## src/rtl/ram_rr_arbiter.sv

```systemverilog
// rtl/ram_rr_arbiter.sv - two-requester round-robin arbiter sequencing a single-port async-read RAM
module ram_rr_arbiter #(
    parameter int addr_size = 10,
    parameter int word_size = 8
) (
    input  logic                 clk_i,
    input  logic                 rst_n_i,
    // requester A
    input  logic                 a_valid_i,
    output logic                 a_ready_o,
    input  logic                 a_wr_i,
    input  logic [addr_size-1:0] a_addr_i,
    input  logic [word_size-1:0] a_wdata_i,
    output logic                 a_rvalid_o,
    output logic [word_size-1:0] a_rdata_o,
    // requester B
    input  logic                 b_valid_i,
    output logic                 b_ready_o,
    input  logic                 b_wr_i,
    input  logic [addr_size-1:0] b_addr_i,
    input  logic [word_size-1:0] b_wdata_i,
    output logic                 b_rvalid_o,
    output logic [word_size-1:0] b_rdata_o,
    // RAM macro
    output logic                 mem_cs_o,
    output logic                 mem_wr_o,
    output logic [addr_size-1:0] mem_addr_o,
    output logic [word_size-1:0] mem_din_o,
    input  logic [word_size-1:0] mem_dout_i
);

    typedef enum logic [1:0] {
        IDLE   = 2'd0,
        SETUP  = 2'd1,
        STROBE = 2'd2,
        DONE   = 2'd3
    } state_e;

    state_e               state_q;
    logic                 last_b_q;   // 1: B was granted last, so A wins a tie
    logic                 win_b_q;    // owner of the transaction in flight
    logic                 wr_q;
    logic                 mem_cs_q;
    logic                 mem_wr_q;
    logic [addr_size-1:0] mem_addr_q;
    logic [word_size-1:0] mem_din_q;
    logic                 a_rvalid_q;
    logic                 b_rvalid_q;
    logic [word_size-1:0] a_rdata_q;
    logic [word_size-1:0] b_rdata_q;
    logic                 pick_a;
    logic                 pick_b;

    // Grant decision: only in IDLE, tie broken against the last winner
    always_comb begin
        pick_a = 1'b0;
        pick_b = 1'b0;
        if (state_q == IDLE) begin
            pick_a = a_valid_i && (!b_valid_i || last_b_q);
            pick_b = b_valid_i && (!a_valid_i || !last_b_q);
        end
    end

    // Ready is the same-cycle grant; held low while reset is asserted
    assign a_ready_o = pick_a && rst_n_i;
    assign b_ready_o = pick_b && rst_n_i;

    assign mem_cs_o   = mem_cs_q;
    assign mem_wr_o   = mem_wr_q;
    assign mem_addr_o = mem_addr_q;
    assign mem_din_o  = mem_din_q;
    assign a_rvalid_o = a_rvalid_q;
    assign b_rvalid_o = b_rvalid_q;
    assign a_rdata_o  = a_rdata_q;
    assign b_rdata_o  = b_rdata_q;

    // Transaction sequencer: address/data settle a cycle before and after the write strobe
    always_ff @(posedge clk_i or negedge rst_n_i) begin
        if (!rst_n_i) begin
            state_q    <= IDLE;
            last_b_q   <= 1'b1;
            win_b_q    <= 1'b0;
            wr_q       <= 1'b0;
            mem_cs_q   <= 1'b0;
            mem_wr_q   <= 1'b0;
            mem_addr_q <= '0;
            mem_din_q  <= '0;
            a_rvalid_q <= 1'b0;
            b_rvalid_q <= 1'b0;
            a_rdata_q  <= '0;
            b_rdata_q  <= '0;
        end else begin
            case (state_q)
                IDLE: begin
                    if (pick_a || pick_b) begin
                        state_q    <= SETUP;
                        win_b_q    <= pick_b;
                        last_b_q   <= pick_b;
                        wr_q       <= pick_b ? b_wr_i    : a_wr_i;
                        mem_addr_q <= pick_b ? b_addr_i  : a_addr_i;
                        mem_din_q  <= pick_b ? b_wdata_i : a_wdata_i;
                        mem_cs_q   <= 1'b1;
                        mem_wr_q   <= 1'b0;
                    end
                end
                SETUP: begin
                    state_q  <= STROBE;
                    mem_wr_q <= wr_q;
                end
                STROBE: begin
                    state_q  <= DONE;
                    mem_cs_q <= 1'b0;
                    mem_wr_q <= 1'b0;
                    if (!wr_q) begin
                        if (win_b_q) begin
                            b_rdata_q  <= mem_dout_i;
                            b_rvalid_q <= 1'b1;
                        end else begin
                            a_rdata_q  <= mem_dout_i;
                            a_rvalid_q <= 1'b1;
                        end
                    end
                end
                DONE: begin
                    state_q    <= IDLE;
                    a_rvalid_q <= 1'b0;
                    b_rvalid_q <= 1'b0;
                end
                default: state_q <= IDLE;
            endcase
        end
    end

endmodule
```

## config.mk

```make
export PLATFORM = sky130hd
export DESIGN_NAME = ram_rr_arbiter
export DESIGN_NICKNAME = d
export VERILOG_FILES = /design/src/rtl/ram_rr_arbiter.sv
export SDC_FILE = /design/constraint.sdc
export NUM_CORES = 1
export LEC_CHECK = 0
export ABC_CLOCK_PERIOD_IN_PS = 3310
export BUFFER_PORTS_ARGS = -buffer_cell sky130_fd_sc_hd__buf_4
export CAP_MARGIN = 10
export CORE_MARGIN = 3
export CORE_UTILIZATION = 39
export CTS_BUF_LIST = sky130_fd_sc_hd__clkbuf_2
export DETAILED_ROUTE_END_ITERATION = 12
export PLACE_DENSITY = 0.68
export SLEW_MARGIN = 0
export SYNTH_ARGS = -nofsm -noshare
export SYNTH_HDL_FRONTEND = slang
export SYNTH_SLANG_ARGS = --single-unit
export TNS_END_PERCENT = 50
```

## constraint.sdc

```tcl
create_clock -name clk_i -period 3.31 [get_ports clk_i]
set_input_delay 0.1655 -clock clk_i [delete_from_list [all_inputs] [get_ports clk_i]]
set_output_delay 0.1655 -clock clk_i [all_outputs]
set_load 0.02 [all_outputs]
```

==> impl_metrics.env <==
export IMPL_met2RoutedLength_mm=2.58
export IMPL_mostFrequentLayoutCell="sky130_fd_sc_hd__buf_4"
export IMPL_final_core_util_pct=65.2
export IMPL_post_synth_main_area_contributors="sky130_fd_sc_hd__dfrtp_1, sky130_fd_sc_hd__o2111ai_1, sky130_fd_sc_hd__mux2_4"
export IMPL_hold_class="in -> reg"
export IMPL_worst_setup_path_start_kind="flip-flop"
export IMPL_maxSlewHeadroom_pct=53.1
export IMPL_rsz0062_at_grt="false"
export IMPL_yosysTopAreaCellShare_pct=50.6
export IMPL_synth_flop_cell="sky130_fd_sc_hd__dfrtp_1"
export IMPL_grt_max_degree=46
export IMPL_start_util_pct=42.0
export IMPL_synth_simple_gate_area_share_pct=6.63
export IMPL_synth_top_cell_by_area="sky130_fd_sc_hd__dfrtp_1"
export IMPL_port_buffers=89
export IMPL_number_of_placed_i_o_pins=90
export IMPL_drive_above_1_share_pct=38.5
export IMPL_drtAntennaViolNets=0
export IMPL_fillers=422
export IMPL_globalRouteTotalUtil_pct=17.4
export IMPL_synth_area_um2=2080
export IMPL_grt_ovfl_total=0
export IMPL_worst_ep_required_time_ns=3.66
export IMPL_finClkSkew_ns=0.0144
export IMPL_synth_seq_area_share_pct=51.9
export IMPL_cts_buffers=5
export IMPL_die_area_um2=6240
export IMPL_fin_tns_setup_ns=0
export IMPL_timing_worst_slew_pin_value_ns=0.701
export IMPL_synth_enable_flop_cells=0
export IMPL_hold_viol_final=0
export IMPL_period_share_pct=82.2
export IMPL_area_growth_pct=55.1
export IMPL_num_antenna_cells=0
export IMPL_drcViolationCount=0
export IMPL_worst_setup_hold_path_clk_slew_ns=0.20
export IMPL_route_final_wire_length_mm=5.61
export IMPL_synth_async_sr_flop_share_pct=100
export IMPL_synth_warning_count=0
export IMPL_max_cap_viol_count=0
export IMPL_status="complete, no violations"
export IMPL_place_hpwl_mm=3.68
export IMPL_gp_routability_congestion=0.671
export IMPL_crit_path_max_fanout=23
export IMPL_first_global_vias=1908
export IMPL_vdd_drop_max_uv=389
export IMPL_wl_met1_mm=2.54
export IMPL_maxClockFrequency_mhz=367
export IMPL_leakagePower_nw=1.45
export IMPL_synth_fa_ha_area_share_pct=3.61
export IMPL_final_critical_path_required_period_ns=2.72
export IMPL_post_drt_via_cell_ratio=5.14
export IMPL_final_cell_mix="sky130_fd_sc_hd__buf_4, sky130_fd_sc_hd__dfrtp_1, sky130_fd_sc_hd__dlygate4sd3_1"
export IMPL_ys_seq_elements=43
export IMPL_placementRows=25
export IMPL_cp_data_arrival_time_ns=3.07
export IMPL_clock_tree_root_cell="sky130_fd_sc_hd__clkbuf_2"
export IMPL_synth_compound_area_share_pct=22.2
export IMPL_h_tree_depth=2
export IMPL_vias=1934
export IMPL_crit_type="reg -> reg"
export IMPL_dieHeight_um=79.0
export IMPL_post_synth_cell_area_avg_um2=11.0
export IMPL_postSynthNetCount=244
export IMPL_synthXorXnorAreaFrac_pct=0
export IMPL_cts_repair_timing_setup_buffer_count=0
export IMPL_clock_sinks=43
export IMPL_met3WireLength_um=448
export IMPL_tritoncts="done"
export IMPL_routed_length_per_placed_instance_um=14.9
export IMPL_setup_viol=0
export IMPL_worstSkewPairLatency_ns=0.40
export IMPL_grt_pass1_wl_mm=8.68
export IMPL_worstSetupEndpointType="flip-flop"
export IMPL_fp_dieW_um=79.0
export IMPL_top_layer_used="met4"
export IMPL_yosys_cell_types_count=32
export IMPL_cellPowerDensity_nw_per_um2=880
export IMPL_synthMuxAreaShare_pct=11.1
export IMPL_synth_top_family_by_area="compound AO/OA/AOI/OAI gates"
export IMPL_synthesis_instances=188
export IMPL_cts_buffer_depth=2
export IMPL_core_outline_area_um2=4940
export IMPL_drtPass1Iterations=4
export IMPL_antenna_found_initial=0
export IMPL_drt_first_iter_violations=69
export IMPL_max_slew_vio_count=0
export IMPL_num_nets_final=364
## flip-flops by register name, indices dropped and copies added, names as in the netlist
| signal | cells |
|---|---|
| mem_addr_o | 10 |
| a_rdata_o | 8 |
| b_rdata_o | 8 |
| mem_din_o | 8 |
| state_q | 2 |
| a_rvalid_o | 1 |
| b_rvalid_o | 1 |
| last_b_q | 1 |
| mem_cs_o | 1 |
| mem_wr_o | 1 |
| win_b_q | 1 |
| wr_q | 1 |
## worst max-delay path: stages, from the launching register on
cell and delay, ns:
sky130_fd_sc_hd__dfrtp_1 0.46, sky130_fd_sc_hd__inv_1 0.13, sky130_fd_sc_hd__ha_1 0.16, sky130_fd_sc_hd__buf_4 0.24
sky130_fd_sc_hd__o21a_1 0.58, sky130_fd_sc_hd__buf_4 0.35, sky130_fd_sc_hd__nor2_1 0.06, sky130_fd_sc_hd__a31oi_1 0.13
sky130_fd_sc_hd__dlygate4sd3_1 0.56
## cells in the mapped netlist, drive strengths merged, types with 6 or more instances
| cell | number |
|---|---|
| a31oi | 19 |
| clkbuf | 14 |
| dfrtp | 42 |
| ha | 6 |
| inv | 6 |
| mux2 | 17 |
| nor2 | 19 |
| o2111ai | 19 |
| o21ai | 21 |
## worst paths after layout
kind	startpoint	end	slack (ns)	cells after the start
worst max-delay path	state_q[0]$_DFFE_PN0P_	mem_addr_o[8]$_DFFE_PN0P_	0.59	8
worst min-delay path	a_addr_i[4]	mem_addr_o[4]$_DFFE_PN0P_	0.03	3
worst max register to register	state_q[0]$_DFFE_PN0P_	mem_addr_o[8]$_DFFE_PN0P_	0.59	8
worst min register to register	a_rdata_o[1]$_DFFE_PN0P_	a_rdata_o[1]$_DFFE_PN0P_	0.54	1
max in group asynchronous	rst_n_i	last_b_q$_DFFE_PN1P_	2.66	2
min in group asynchronous	rst_n_i	b_rdata_o[3]$_DFFE_PN0P_	0.26	2
## kinds of logic (layout without fill, tap and decap cells)
| family | after synthesis | after routing |
|---|---|---|
| AO/OA/AOI/OAI | 69 | 69 |
| flip-flops | 43 | 43 |
| AND/OR/NAND/NOR | 29 | 29 |
| buffers and inverters | 23 | 144 |
| multiplexers | 18 | 18 |
| adder cells (fa/ha/maj) | 6 | 6 |
## routing by layer
metal,vias to the layer above,track usage [%]
met5,-,0
met4,0,4.64
met2,79,28.3
met1,902,22.2
met3,6,5.67
li1,947,-
## power breakdown
group	switching [mW]	leakage, nW	internal [mW]
clock network	0.171	0.0404	0.124
logic	0.814	0.912	0.763
registers	0.172	0.497	0.791
## what timing repair did
item,CTS,global route
hold buffers,29,9
endpoints found under the hold margin,71,7
endpoints found under the setup margin,0,0
gates resized for setup,0,0
## metrics by stage
step                instance area (um2)  setup WS [ns]  hold WS (ns)  power (mW)  instances
floorplan                          2080           1.62        -0.130        1.86        188
global placement                   2780           1.22         0.198        2.39        330
detailed placement                 2780           1.13         0.203        2.43        330
CTS                                3130          0.606       0.00416        2.82        367
global route                       3220          0.379       0.00444        3.03        376
finish                             3220          0.588        0.0297        2.83        376
## final cells by class
type | instances | area, um2 | share of cell area (%)
Sequential cell | 43 | 1080 | 33.4
Timing Repair Buffer | 129 | 1060 | 33.0
Multi-Input combinational cell | 122 | 906 | 28.1
Tap cell | 67 | 83.8 | 2.60
Clock inverter | 3 | 38.8 | 1.20
Inverter | 7 | 26.3 | 0.816
Clock buffer | 5 | 25.0 | 0.777
Note: power is estimated with default switching activity, not from simulation.
